`src/rtl/aes_pkg.sv`:
```
// ---------------------------------------------------------------------------
// aes_pkg
// Shared definitions for the AES key-path blocks:
//   eic_mode_e      - per-key column transform mode
//   state_e         - control states of the column engine
//   GF_POLY         - AES field polynomial x^8+x^4+x^3+x+1
//   gf_xtime        - multiply by x (0x02) in GF(2^8)
//   gf_mul          - general GF(2^8) product, always reduced to 8 bits
//   eic_decode_mode - raw 2-bit mode to eic_mode_e (reserved -> bypass)
// ---------------------------------------------------------------------------
package aes_pkg;

    typedef enum logic [1:0] {
        EIC_BYPASS = 2'b00,
        EIC_INV    = 2'b01,
        EIC_FWD    = 2'b10
    } eic_mode_e;

    typedef enum logic [1:0] {
        IDLE = 2'b00,
        BUSY = 2'b01,
        DONE = 2'b10
    } state_e;

    localparam logic [8:0] GF_POLY = 9'h11B;

    function automatic logic [7:0] gf_xtime(input logic [7:0] a);
        return a[7] ? ({a[6:0], 1'b0} ^ GF_POLY[7:0]) : {a[6:0], 1'b0};
    endfunction

    // Shift-and-add product; with a constant coefficient this folds down
    // to a handful of xtime/XOR terms.
    function automatic logic [7:0] gf_mul(input logic [7:0] a, input logic [7:0] b);
        logic [7:0] acc;
        logic [7:0] pw;
        // NOTE: blocking assignments are correct here: these are local
        // temporaries evaluated in order, not clocked state.
        acc = 8'h00;
        pw  = a;
        for (int i = 0; i < 8; i++) begin
            if (b[i]) acc = acc ^ pw;
            pw = gf_xtime(pw);
        end
        return acc;
    endfunction

    function automatic eic_mode_e eic_decode_mode(input logic [1:0] raw);
        case (raw)
            2'b01:   return EIC_INV;
            2'b10:   return EIC_FWD;
            default: return EIC_BYPASS;
        endcase
    endfunction

endpackage

```
`src/rtl/eic_mixcol.sv`:
```
// ---------------------------------------------------------------------------
// eic_mixcol
// Combinational single-column transform.
//   mode    in  : EIC_INV -> InvMixColumns, EIC_FWD -> MixColumns,
//                 anything else passes the column through
//   col_in  in  : column, byte 0 = [31:24]
//   col_out out : transformed column, same byte order
// ---------------------------------------------------------------------------
module eic_mixcol
    import aes_pkg::*;
(
    input  eic_mode_e   mode,
    input  logic [31:0] col_in,
    output logic [31:0] col_out
);

    logic [7:0]  a     [4];
    logic [31:0] inv_col;
    logic [31:0] fwd_col;

    for (genvar r = 0; r < 4; r++) begin : g_row
        assign a[r] = col_in[31-8*r -: 8];

        // Row r uses the matrix row rotated right by r.
        assign inv_col[31-8*r -: 8] = gf_mul(a[r],       8'h0e) ^
                                      gf_mul(a[(r+1)%4], 8'h0b) ^
                                      gf_mul(a[(r+2)%4], 8'h0d) ^
                                      gf_mul(a[(r+3)%4], 8'h09);

        assign fwd_col[31-8*r -: 8] = gf_xtime(a[r]) ^
                                      gf_xtime(a[(r+1)%4]) ^ a[(r+1)%4] ^
                                      a[(r+2)%4] ^ a[(r+3)%4];
    end

    always_comb begin
        // NOTE: the default branch assigns col_out on every path, so this
        // stays purely combinational and no latch is inferred.
        case (mode)
            EIC_INV: col_out = inv_col;
            EIC_FWD: col_out = fwd_col;
            default: col_out = col_in;
        endcase
    end

endmodule

```
`src/rtl/eic_key_mixer.sv`:
```
// ---------------------------------------------------------------------------
// eic_key_mixer
// Sequential round-key column transformer for the equivalent inverse cipher.
// Accepts one 128-bit key per handshake, applies bypass / InvMixColumns /
// MixColumns to its four columns, LANES columns per cycle.
//   LANES     : columns per cycle (1, 2 or 4)
//   TAG_W     : sideband tag width
//   in_valid  / in_ready  : input handshake
//   in_key    : key, word 0 = [127:96], byte 0 of a word = [31:24]
//   in_mode   : 00 bypass, 01 inverse, 10 forward, 11 treated as bypass
//   in_tag    : tag carried through unchanged
//   out_valid / out_ready : output handshake
//   out_key   : transformed key, out_tag : tag captured with it
// ---------------------------------------------------------------------------
module eic_key_mixer
    import aes_pkg::*;
#(
    parameter int LANES = 4,
    parameter int TAG_W = 4
) (
    input  logic             clk,
    input  logic             rst_n,
    input  logic             in_valid,
    output logic             in_ready,
    input  logic [127:0]     in_key,
    input  logic [1:0]       in_mode,
    input  logic [TAG_W-1:0] in_tag,
    output logic             out_valid,
    input  logic             out_ready,
    output logic [127:0]     out_key,
    output logic [TAG_W-1:0] out_tag
);

    localparam int NGRP  = 4 / LANES;
    localparam int GRP_W = (NGRP > 1) ? $clog2(NGRP) : 1;
    localparam logic [GRP_W-1:0] LAST_GRP = GRP_W'(NGRP - 1);

    if (LANES != 1 && LANES != 2 && LANES != 4) begin : g_lanes_check
        $error("eic_key_mixer: LANES must be 1, 2 or 4");
    end

    state_e           state;
    logic [GRP_W-1:0] grp;
    logic [31:0]      col_q [4];
    eic_mode_e        mode_q;
    logic [TAG_W-1:0] tag_q;

    eic_mode_e        in_mode_dec;
    logic             accept;

    logic [1:0]       lane_idx [LANES];
    logic [31:0]      lane_src [LANES];
    logic [31:0]      lane_dst [LANES];

    assign in_mode_dec = eic_decode_mode(in_mode);
    assign in_ready    = (state == IDLE) || (state == DONE && out_ready);
    assign accept      = in_valid && in_ready;

    // Lane l works on column grp*LANES + l of the current group.
    for (genvar l = 0; l < LANES; l++) begin : g_lane
        assign lane_idx[l] = 2'(int'(grp) * LANES + l);
        assign lane_src[l] = col_q[lane_idx[l]];

        eic_mixcol u_mixcol (
            .mode    (mode_q),
            .col_in  (lane_src[l]),
            .col_out (lane_dst[l])
        );
    end

    always_ff @(posedge clk or negedge rst_n) begin
        if (!rst_n) begin
            state  <= IDLE;
            grp    <= '0;
            mode_q <= EIC_BYPASS;
            tag_q  <= '0;
            // NOTE: the column store is reset because out_key must read
            // zero after reset; it is only four words, so this is cheap.
            for (int w = 0; w < 4; w++) col_q[w] <= '0;
        end else if (accept) begin
            // Covers both a fresh accept in IDLE and a drain+accept in DONE.
            for (int w = 0; w < 4; w++) col_q[w] <= in_key[127-32*w -: 32];
            mode_q <= in_mode_dec;
            tag_q  <= in_tag;
            grp    <= '0;
            state  <= (in_mode_dec == EIC_BYPASS) ? DONE : BUSY;
        end else begin
            case (state)
                BUSY: begin
                    for (int l = 0; l < LANES; l++) col_q[lane_idx[l]] <= lane_dst[l];
                    if (grp == LAST_GRP) begin
                        state <= DONE;
                        grp   <= '0;
                    end else begin
                        grp <= grp + GRP_W'(1);
                    end
                end
                DONE: begin
                    if (out_ready) state <= IDLE;
                end
                default: ;
            endcase
        end
    end

    assign out_valid = (state == DONE);
    assign out_key   = {col_q[0], col_q[1], col_q[2], col_q[3]};
    assign out_tag   = tag_q;

endmodule

```
`config.mk`:
```
export PLATFORM = sky130hd
export DESIGN_NAME = eic_key_mixer
export DESIGN_NICKNAME = d
export VERILOG_FILES = /design/src/rtl/aes_pkg.sv /design/src/rtl/eic_mixcol.sv /design/src/rtl/eic_key_mixer.sv
export SDC_FILE = /design/constraint.sdc
export NUM_CORES = 1
export LEC_CHECK = 0
export CORE_MARGIN = 4
export CORE_UTILIZATION = 30
export CTS_BUF_LIST = sky130_fd_sc_hd__clkbuf_8
export CTS_CLUSTER_SIZE = 12
export DETAILED_ROUTE_END_ITERATION = 8
export MAX_ROUTING_LAYER = met4
export PLACE_DENSITY_LB_ADDON = 0.3
export SYNTH_ARGS = -nofsm -noshare
export SYNTH_HDL_FRONTEND = slang
export SYNTH_HIERARCHICAL = 1
export SYNTH_SLANG_ARGS = --single-unit
```
`constraint.sdc`:
```
create_clock -name clk -period 7.3 [get_ports clk]
set_input_delay 1.095 -clock clk [delete_from_list [all_inputs] [get_ports clk]]
set_output_delay 1.095 -clock clk [all_outputs]
set_load 0.01 [all_outputs]
```
Word-level counts from Yosys, hierarchy flattened
Index checks and enable logic that the tools add are counted.

storage, ports and cells
  bits in registers = 137
  bits of input ports = 138
  output and inout bits = 134
  logic and storage cells = 393

cells by class
  add/subtract/negate cells = 4
  order comparisons = 6
  equality and inequality tests = 8
  muxes and demuxes = 81
  bitwise gates (word level) = 275
  reduce and logical (&&, ||, !) cells = 11

operator list
  kind                    count
  $xor A8 B8 Y8           224
  $bwmux W128             3
  $mux W32                9
  $mux W128               2
  $pmux W32 S2            4
  $mux W5                 48
  $bmux W32 S2            3
  $demux W32 S2           3
  $not A4 Y4              48
  $ge A3 B3 Y1 const B    3
  $lt A3 B1 Y1 const B    3
  $not A2 Y3              3
  $mux W2                 4
  $pmux W2 S2             2
  $eq A2 B1 Y1 const B    3
  $eq A2 B2 Y1 const B    3
  $logic_and A1 B1 Y1     5
  $add A1 B1 Y2 const AB  2
  $logic_not A2 Y1        2
  $mux W1                 3
  $ne A3 B1 Y1 const B    1
  $ne A3 B3 Y1 const B    1
  $reduce_and A3 Y1       1
  $reduce_bool A3 Y1      1
  4 further kinds         4

Logic depth before layout (Yosys ltp)
Gate-level depths: netlist of run 1.

  depth in word-level cells = 21
  mapped depth = 9
  gate-level depth less buffers = 8

By module
The synthesis of run 1 kept the hierarchy.

by module, submodules not included
  module                                times used  cells an instance  area each (um^2)  sequential area each (um^2)
  eic_key_mixer                         1           439                7519.7            3403.3
  eic_mixcol at g_lane[1].u_mixcol ...  2           396                3303.2            0.0
  eic_mixcol at g_lane[3].u_mixcol      1           408                3771.1            0.0
  eic_mixcol at g_lane[0].u_mixcol      1           404                3694.8            0.0

Worst setup path after synthesis of run 1
OpenSTA, ideal clock, no wires.

  path type = reg2reg
  start point = reg col_q, in the netlist out_key[13]
  end point = reg col_q, in the netlist out_key[27]
  library setup time = 0.125 ns
  arrival = 2.793 ns
  data required time = 7.175 ns
  setup slack = 4.382 ns
  stages on the path, launching flop included = 10
  path buffers = 1
  clock period less this slack = 2.918 ns
  cell sequence = dfrtp_1 buf_6 xnor2_4 xnor3_2 xor2_1 xnor3_1 a22oi_1 o21ai_1 mux2_4 mux2_4

RTL lines
  element             RTL line             RTL
  start: declaration  eic_key_mixer.sv:44  logic [31:0] col_q [4];

==> metrics.cfg, run 1 <==
[clock_tree]
clockBufferDepth=2
cts_resized=0
clk_pin_slew_ns=0.09
cts_made_buffers=17
cts_max_level=4
root_buffer=clkbuf_8
postCtsSetupBuffers=0
cts_hold_buf=0
cts_sinks=136
cts_tree=yes
clock_latency_ns=0.58

[synth]
avgSynthCellArea_um2=10.57
yosysWarningCount=6
synth_top_area_cell=xnor2_1
synth_fp_nets=2191
synth_area_leaders=xnor2_1 29%, dfrtp_1 16%, mux2_4 14%, xor2_1 8.0%, xnor3_1 7.6%
ys_seq_elements=136
async_reset_ff_share_pct=100.0
synth_area_mm2=0.02159
synth_flop_cell=dfrtp_1
yosysUniqueCellTypes=44
ys_seq_area_share_pct=15.76
netlist_instances=2043
synth_top_area_share_pct=28.80
synth_edf_count=0

[global_route]
gr-total-overflow=0
grt_antenna_before_repair=12
grt_max_degree=80
grt_usage_pct=18.51
grt_pass1_wl_um=105300
grt_pass1_vias=15690

[sta]
fin_crit_sh_pct=48.08
max_freq_mhz=284.9
finalSetupTns_ns=0
skew_ns=0.02901
setup_viol=0
timing.final.max_slew_violations=0
slew_headroom_pct=28.31
tightestPinTransition_ns=1.075
holdWs_ns=0.5158
rsz0062_at_grt=false
finalCriticalPeriod_ns=3.510
finalHoldViolCount=0

[route]
via_count=14820
wl_um=69640
dr.pass1.iters=5
ant_nets=0
drc=0
wl_per_cell_um=22.30
drtIter0Drc=805
viasPerCell=4.746

[die]
io_pins=272
fp.dieH_um=276.3
dieArea_mm2=0.07633
fp.dieW_um=276.3
start_util_pct=30.26
core_mm2=0.07136
rows=98

[setup_path]
cp.arrival_ns=3.95
path_buf_inv=0
path_common_cell=mux2_2
end_kind=flip-flop
critPathLaunchType=flip-flop
cp_cell_sequence=xor3_2 > xnor2_1 > xnor3_1 > xor2_1 > a22oi_1 > o21ai_1 > mux2_2 > mux2_2
worst_path_largest_cell_delay_ns=0.78
cp_slowest_cell=dfrtp_1
cp_top_family=XOR/XNOR gates
cp.required_ns=7.74
path_max_fanout=10
path_class=reg -> reg

[flow_run]
cap_viol_max_count=0

[power]
leakage_uw=0.009975
peakVddDrop_mv=0.08543
pwr_density_cell_mw_per_mm2=65.85

[place]
hpwl_um=53270
io_buffers=271
gp_congestion=0.9316

[cells_and_area]
drive_above_1_share_pct=17.06
final_cell_mix=710 x xnor2_1, 270 x clkdlybuf4s50_1, 200 x mux2_4
area_growth_pct=15.03
layout_commonest_cell=xnor2_1
nets=2299

[outcome]
status=complete, no violations

[worst_hold_path]
min_path_type=reg -> reg

## power by group
| group | switching (µW) | internal (µW) | total [µW] |
|---|---|---|---|
| registers | 0 | 753 | 753 |
| clock network | 381 | 397 | 778 |
| logic | 37.8 | 66.5 | 104 |
| total | 419 | 1220 | 1640 |
## stage by stage
| stage | power, µW | utilization, % | instance area (µm²) | setup slack, ns | std cells |
|---|---|---|---|---|---|
| 2_1_floorplan | 770.5 | - | 21590 | 4.382 | 2043 |
| 3_3_place_gp | 872.8 | 34.14 | 24360 | 3.841 | 3082 |
| 3_5_place_dp | 873.4 | 34.14 | 24360 | 3.803 | 3082 |
| 4_1_cts | 1676 | 34.77 | 24810 | 3.809 | 3113 |
| 5_1_grt | 1699 | 34.80 | 24840 | 3.669 | 3123 |
| 6_report | 1635 | 34.80 | 24840 | 3.790 | 3123 |
## worst paths after layout
| kind | start | endpoint | slack [ns] | depth (start not counted) |
|---|---|---|---|---|
| max | out_key[125] | out_key[109] | 3.79 | 8 |
| min | out_tag[0] | out_tag[0] | 0.52 | 1 |
| max reg2reg | out_key[125] | out_key[109] | 3.79 | 8 |
| min reg2reg | out_tag[0] | out_tag[0] | 0.52 | 1 |
| max in group asynchronous | rst_n | out_key[81] | 5.33 | 2 |
| min in group asynchronous | rst_n | out_key[7] | 0.58 | 1 |
## flip-flops by register name, summed over array words and instances (netlist names)
name,count
state,2
mode_q,2
out_tag,4
out_key,128
## layer usage
layer | wire (µm) | GRT usage [%] | vias up
met5 | 0 | - | -
met4 | 1626 | 5.502 | 0
met3 | 5045 | 5.809 | 70
met2 | 31400 | 28.33 | 423
met1 | 31570 | 23.49 | 7357
li1 | - | - | 6973
## cell type report
class / count / area (µm²)
diodes: 10 / 25.02
flip-flops and latches: 136 / 3403
clock inverters: 11 / 172.7
multi-input cells: 1672 / 16810
clock buffers: 20 / 275.3
repair buffers: 285 / 2819
well taps: 950 / 1189
fillers: 7130 / 46530
inverters: 39 / 146.4
## cells by family after synthesis
group | after synthesis | synth area share [%]
AOI/OAI and AO/OA | 238 | 7.348
buffers and inverters | 235 | 6.426
xor gates and xnor gates | 1047 | 50.57
and+or+nand+nor | 114 | 2.121
DFF | 136 | 15.76
muxes | 263 | 17.19
adders and majority gates | 10 | 0.5795
## cells in the mapped netlist (all sizes together), types with 2 or more instances
master,n
nor2b,2
xor3,11
xnor2,744
o21a,3
mux2,263
clkbuf,58
nor2,8
xnor3,83
xor2,209
a221oi,15
o21ai,85
ha,10
o22ai,2
a2bb2oi,10
nand2,97
inv,39
dfrtp,136
buf,136
a22oi,72
a21oi,25
nand2b,7
o221ai,22
(Power assumes the default switching activity.)
==> inputs of run 2 (changes only) <==
==> constraint.sdc (replaced) <==
create_clock -name clk -period 3.4 [get_ports clk]
set_input_delay 0.51 -clock clk [delete_from_list [all_inputs] [get_ports clk]]
set_output_delay 0.51 -clock clk [all_outputs]
set_load 0.01 [all_outputs]
==> metrics.cfg, run 2 (same netlist as run 1, synthesis figures left out) <==
[route]
viasPerCell=4.731  ; -0.32%
drtIter0Drc=870  ; +8.1%
met2_length_um=36230  ; +15%
drc=0  ; unchanged
wl_per_cell_um=23.69  ; +6.3%
via_count=15580  ; +5.1%
dr_wl_met3_um=5165  ; +2.4%
ant_nets=0  ; unchanged
wl_met1_um=35300  ; +12%
dr.pass1.iters=5  ; unchanged
wl_um=78020  ; +12%
top_layer=met4

[power]
pwr_density_cell_mw_per_mm2=131.9  ; +100%
leakage_uw=0.01086  ; +8.9%
peakVddDrop_mv=0.1914  ; +120%

[die]
start_util_pct=30.26  ; unchanged
io_pins=272  ; unchanged
dieArea_mm2=0.07633  ; unchanged
fp.dieW_um=276.3  ; unchanged
rows=98  ; unchanged
fp.dieH_um=276.3  ; unchanged
core_mm2=0.07136  ; unchanged

[setup_path]
path_max_fanout=6  ; -4
critPathLaunchType=flip-flop
cp.arrival_ns=3.63  ; -0.32 ns
path_class=reg -> reg
end_kind=flip-flop
cp.required_ns=3.85  ; -3.89 ns

[global_route]
grt_pass1_vias=16480  ; +5.0%
grt_usage_pct=20.59  ; +2.1 points
gr-total-overflow=0  ; unchanged
grt_antenna_before_repair=10  ; -2
grt_max_degree=57  ; -29%
grt_pass1_wl_um=115700  ; +10%

[clock_tree]
clock_latency_ns=0.57  ; about the same
cts_max_level=4  ; unchanged
clk_pin_slew_ns=0.10  ; about the same
cts_tree=yes
cts_made_buffers=17  ; unchanged
postCtsSetupBuffers=0  ; unchanged
root_buffer=clkbuf_8
clockBufferDepth=2  ; unchanged
cts_sinks=136  ; unchanged

[place]
hpwl_um=60990  ; +14%
place_inst=3253  ; +5.5%
io_buffers=271  ; unchanged
gp_congestion=0.9554  ; +2.6%

[sta]
finalHoldViolCount=0  ; unchanged
skew_ns=0.01603  ; -0.01299 ns
setup_viol=0  ; unchanged
tightestPinTransition_ns=1.232  ; +0.1569 ns
timing.final.max_slew_violations=0  ; unchanged
finalSetupTns_ns=0  ; unchanged
fin_crit_sh_pct=93.53  ; +45 points
slew_headroom_pct=17.85  ; -10 points
finalCriticalPeriod_ns=3.180  ; -0.3303 ns
rsz0062_at_grt=false
max_freq_mhz=314.5  ; +10%

[cells_and_area]
drive_above_1_share_pct=23.14  ; +6.1 points
multi_input_area_mm2=0.01681  ; unchanged
fillers=7092  ; -0.53%
area_growth_pct=21.36
final_cell_mix=710 x xnor2_1, 270 x clkdlybuf4s50_1, 200 x mux2_4
nets=2471  ; +7.5%
seq_area_mm2=0.003403  ; unchanged
fin_cells=3293  ; +5.4%
layout_commonest_cell=xnor2_1
largest_register_ffs=128  ; unchanged

[worst_hold_path]
min_path_type=reg -> reg

[outcome]
status=complete, no violations

[flow_run]
cap_viol_max_count=0  ; unchanged

-- run 2: critical path: stages (launching register included) --
cell     delay [ns]
dfrtp_1        0.51
xnor2_1        0.46
xor2_1         0.15
xnor2_1        0.36
xnor3_1        0.47
a22oi_1        0.47
o21ai_1        0.12
mux2_4         0.28
mux2_4         0.25
-- run 2: where the power goes --
| part | internal (µW) | total [µW] | leakage [µW] | switching, µW |
|---|---|---|---|---|
| Clock | 755 | 1610 | 0.000192 | 857 |
| Sequential | 1620 | 1620 | 0.00189 | 0 |
| Combinational | 146 | 230 | 0.00878 | 83.9 |
-- run 2: metrics by stage --
| stage | setup slack [ns] | area [µm²] | hold slack (ns) | power (µW) | utilization (%) |
|---|---|---|---|---|---|
| 6_report | 0.2201 | 26200 | 0.5123 | 3457 | 36.72 |
| 5_1_grt | 0.08330 | 26200 | 0.4896 | 3604 | 36.72 |
| 4_1_cts | 0.2474 | 26180 | 0.4878 | 3543 | 36.69 |
| 3_5_place_dp | 0.2769 | 25760 | 0.4940 | 1881 | 36.10 |
| 3_3_place_gp | 0.2853 | 25760 | 0.4865 | 1881 | 36.10 |
| 2_1_floorplan | 0.4820 | 21590 | 0.2144 | 1654 | - |
-- run 2: layout make-up --
class	instances	share of cell area [%]
antenna	9	0.08595
clock buffer	19	0.9979
clock inverter	11	0.5730
inverter	39	0.5587
multi-input combinational	1672	64.14
sequential	136	12.99
tap	950	4.536
timing repair buffer	457	16.12
-- run 2: final timing paths --
| check | from | to | slack (ns) | depth (start not counted) |
|---|---|---|---|---|
| worst max register to register | out_key[9] | out_key[11] | 0.22 | 8 |
| min in group asynchronous | rst_n | out_key[0] | 0.52 | 2 |
| worst min register to register | out_tag[2] | out_tag[2] | 0.51 | 1 |
| worst min-delay path | out_tag[2] | out_tag[2] | 0.51 | 1 |
| worst max-delay path | out_key[9] | out_key[11] | 0.22 | 8 |
| max in group asynchronous | rst_n | out_key[48] | 1.99 | 3 |
-- run 2: timing repair --
action                                 in CTS  in global routing
endpoints found under the hold margin      54                  0
hold buffers                                1                  0
gates resized for setup                     0                  0
-- run 2: routing by layer --
layer / vias to the layer above / global-route usage (%)
met3: 63 / 5.345
met4: 0 / 4.635
met5: - / -
li1: 7290 / -
met1: 7760 / 26.69
met2: 467 / 32.41
==> RTL edit (flow settings as in run 1) <==
Register the inputs `in_key` and `in_mode` before use, without a reset. The logic sees them one clock later. The other inputs are not delayed to match.
--- a/src/rtl/eic_key_mixer.sv
+++ b/src/rtl/eic_key_mixer.sv
@@ -37,2 +37,10 @@
 
+    logic [127:0] in_key_q;
+    logic [1:0] in_mode_q;
+
+    always_ff @(posedge clk) begin
+        in_key_q  <= in_key;
+        in_mode_q <= in_mode;
+    end
+
     if (LANES != 1 && LANES != 2 && LANES != 4) begin : g_lanes_check
@@ -54,3 +62,3 @@
 
-    assign in_mode_dec = eic_decode_mode(in_mode);
+    assign in_mode_dec = eic_decode_mode(in_mode_q);
     assign in_ready    = (state == IDLE) || (state == DONE && out_ready);
@@ -81,3 +89,3 @@
             // Covers both a fresh accept in IDLE and a drain+accept in DONE.
-            for (int w = 0; w < 4; w++) col_q[w] <= in_key[127-32*w -: 32];
+            for (int w = 0; w < 4; w++) col_q[w] <= in_key_q[127-32*w -: 32];
             mode_q <= in_mode_dec;
Check against the original RTL: not settled (the Yosys comparison gave no result); the edit may change what the design does.
==> RTL edit against run 1 <==
  * Design area increased by 12%
  * Cell count grew 8.9%
  * Sequential cell count rose by 130
  * Sequential share of layout area up 7.9 points
  * Total power is 95% higher
  * Worst setup slack better by 77 ps
  * Non-clock buffer count is 1 higher
  * Synthesized area increased by 10%
  * Largest power group unchanged
  * Wire length increased by 5.9%
==> RTL edit: results (changes against run 1) <==
<table>
<tr><th>Metric</th><th>Value</th></tr>
<tr><th colspan="2">Outcome</th></tr>
<tr><td>Status</td><td>complete, no violations</td></tr>
<tr><th colspan="2">Clock network</th></tr>
<tr><td>Clock Latency Late Sink</td><td>640 ps (+60 ps)</td></tr>
<tr><td>Number of buffers on the longest clock path</td><td>3 (+1)</td></tr>
<tr><th colspan="2">Critical path</th></tr>
<tr><td>Start point of the critical path</td><td>out_ready</td></tr>
<tr><td>Largest fanout on the critical path</td><td>2 (-8)</td></tr>
<tr><td>Worst R2R Start</td><td>out_key[47]</td></tr>
<tr><td>Slowest stage cell, crit path</td><td>clkdlybuf4s50_1</td></tr>
<tr><th colspan="2">Place</th></tr>
<tr><td>Pre-CTS setup slack</td><td>3870 ps (+70.9 ps)</td></tr>
<tr><td>Weighted congestion at the end of routability-driven global placement</td><td>0.915 (-1.8%)</td></tr>
<tr><td>Placed Instances</td><td>3,303 (+7.2%)</td></tr>
<tr><td>DP Area</td><td>26,700 um^2 (+9.7%)</td></tr>
<tr><th colspan="2">GRT</th></tr>
<tr><td>Initial antenna violation count</td><td>6 (-6)</td></tr>
<tr><th colspan="2">STA</th></tr>
<tr><td>Worst clock skew</td><td>27.6 ps (-1.44 ps)</td></tr>
<tr><td>Final worst hold slack</td><td>416 ps (-99.5 ps)</td></tr>
<tr><td>Shortest clock period the worst path allows after layout</td><td>3430 ps (-77.3 ps)</td></tr>
<tr><th colspan="2">Power and ir drop</th></tr>
<tr><td>Worst supply voltage drop on vdd</td><td>113 uV (+33%)</td></tr>
<tr><td>Static power due to leakage</td><td>11.2 nW (+12%)</td></tr>
<tr><th colspan="2">Final layout</th></tr>
<tr><td>Filler cell count</td><td>7,767 (+8.9%)</td></tr>
<tr><td>Count of nets after finishing</td><td>2,464 (+7.2%)</td></tr>
<tr><th colspan="2">Yosys</th></tr>
<tr><td>Gate Count Post-Synth</td><td>2,173 (+6.4%)</td></tr>
<tr><td>Share of async-settable or async-resettable flops after synthesis</td><td>51.1% (-49 points)</td></tr>
<tr><td>Nets in the synthesized netlist</td><td>2,321 (+5.9%)</td></tr>
<tr><th colspan="2">Min path</th></tr>
<tr><td>Kind of path behind the tightest hold check</td><td>in -&gt; async</td></tr>
<tr><th colspan="2">Drt</th></tr>
<tr><td>Detailed Routing Iterations Pass 1</td><td>6 (+1)</td></tr>
<tr><td>Violation count after the first detailed-route iteration</td><td>905 (+12%)</td></tr>
<tr><td>Average vias per placed instance</td><td>4.67 (-1.6%)</td></tr>
</table>
## RTL edit: changes by cell type after synthesis
| cell | before | now |
|---|---|---|
| buf_8 | 11 | 1 |
| o211ai_4 | 1 | 0 |
| mux2_1 | 0 | 3 |
| buf_6 | 17 | 28 |
| o211ai_2 | 0 | 1 |
| mux2_4 | 200 | 100 |
| dfxtp_1 | 0 | 130 |
| mux2_2 | 63 | 160 |
| buf_2 | 67 | 75 |
| buf_4 | 36 | 27 |
## RTL edit: kinds of logic after synthesis
family | share of synthesized area (%)
AND/OR/NAND/NOR | 1.93
adder cells (fa/ha/maj) | 0.527
flip-flops | 25.3
XOR/XNOR | 46.0
multiplexers | 14.0
AO/OA/AOI/OAI | 6.64
buffers and inverters | 5.61
## RTL edit: worst max-delay path by stage
stage | to
after floorplan | out_key[27]
after global placement | in_ready
after detailed placement | in_ready
after CTS | out_key[47]
after global routing | out_key[51]
final | in_ready
## RTL edit: layout make-up
type	count	area [um^2]	area share, %
clock buffer	63	867	3.12
timing repair buffer	286	2850	10.2
sequential	266	6010	21.6
multi-input combinational	1672	16400	59.0
inverter	39	146	0.526
clock inverter	30	208	0.747
tap	1040	1300	4.68
antenna	6	15.0	0.0540
## RTL edit: worst max-delay path, delay by kind of cell
family	cells	cell delay, ps
AO/OA/AOI/OAI	1	160
buffers and inverters	2	1080
## RTL edit: routing by layer
metal	wire [um]	up-vias	track usage, %	part of all wire, %
li1	-	7454	-	-
met1	32900	7872	23.1	45
met2	34600	468	28.6	47
met3	4620	95	3.38	6.3
met4	1630	0	4.51	2.2
met5	0	-	-	0
## RTL edit: where the power goes
group          total (mW)  switching (mW)  leakage, nW  internal (mW)
clock                1.57           0.688        0.625          0.881
sequential           1.52          0.0126         2.99           1.50
combinational      0.0968          0.0313         7.54         0.0655
total                3.18           0.732         11.2           2.45
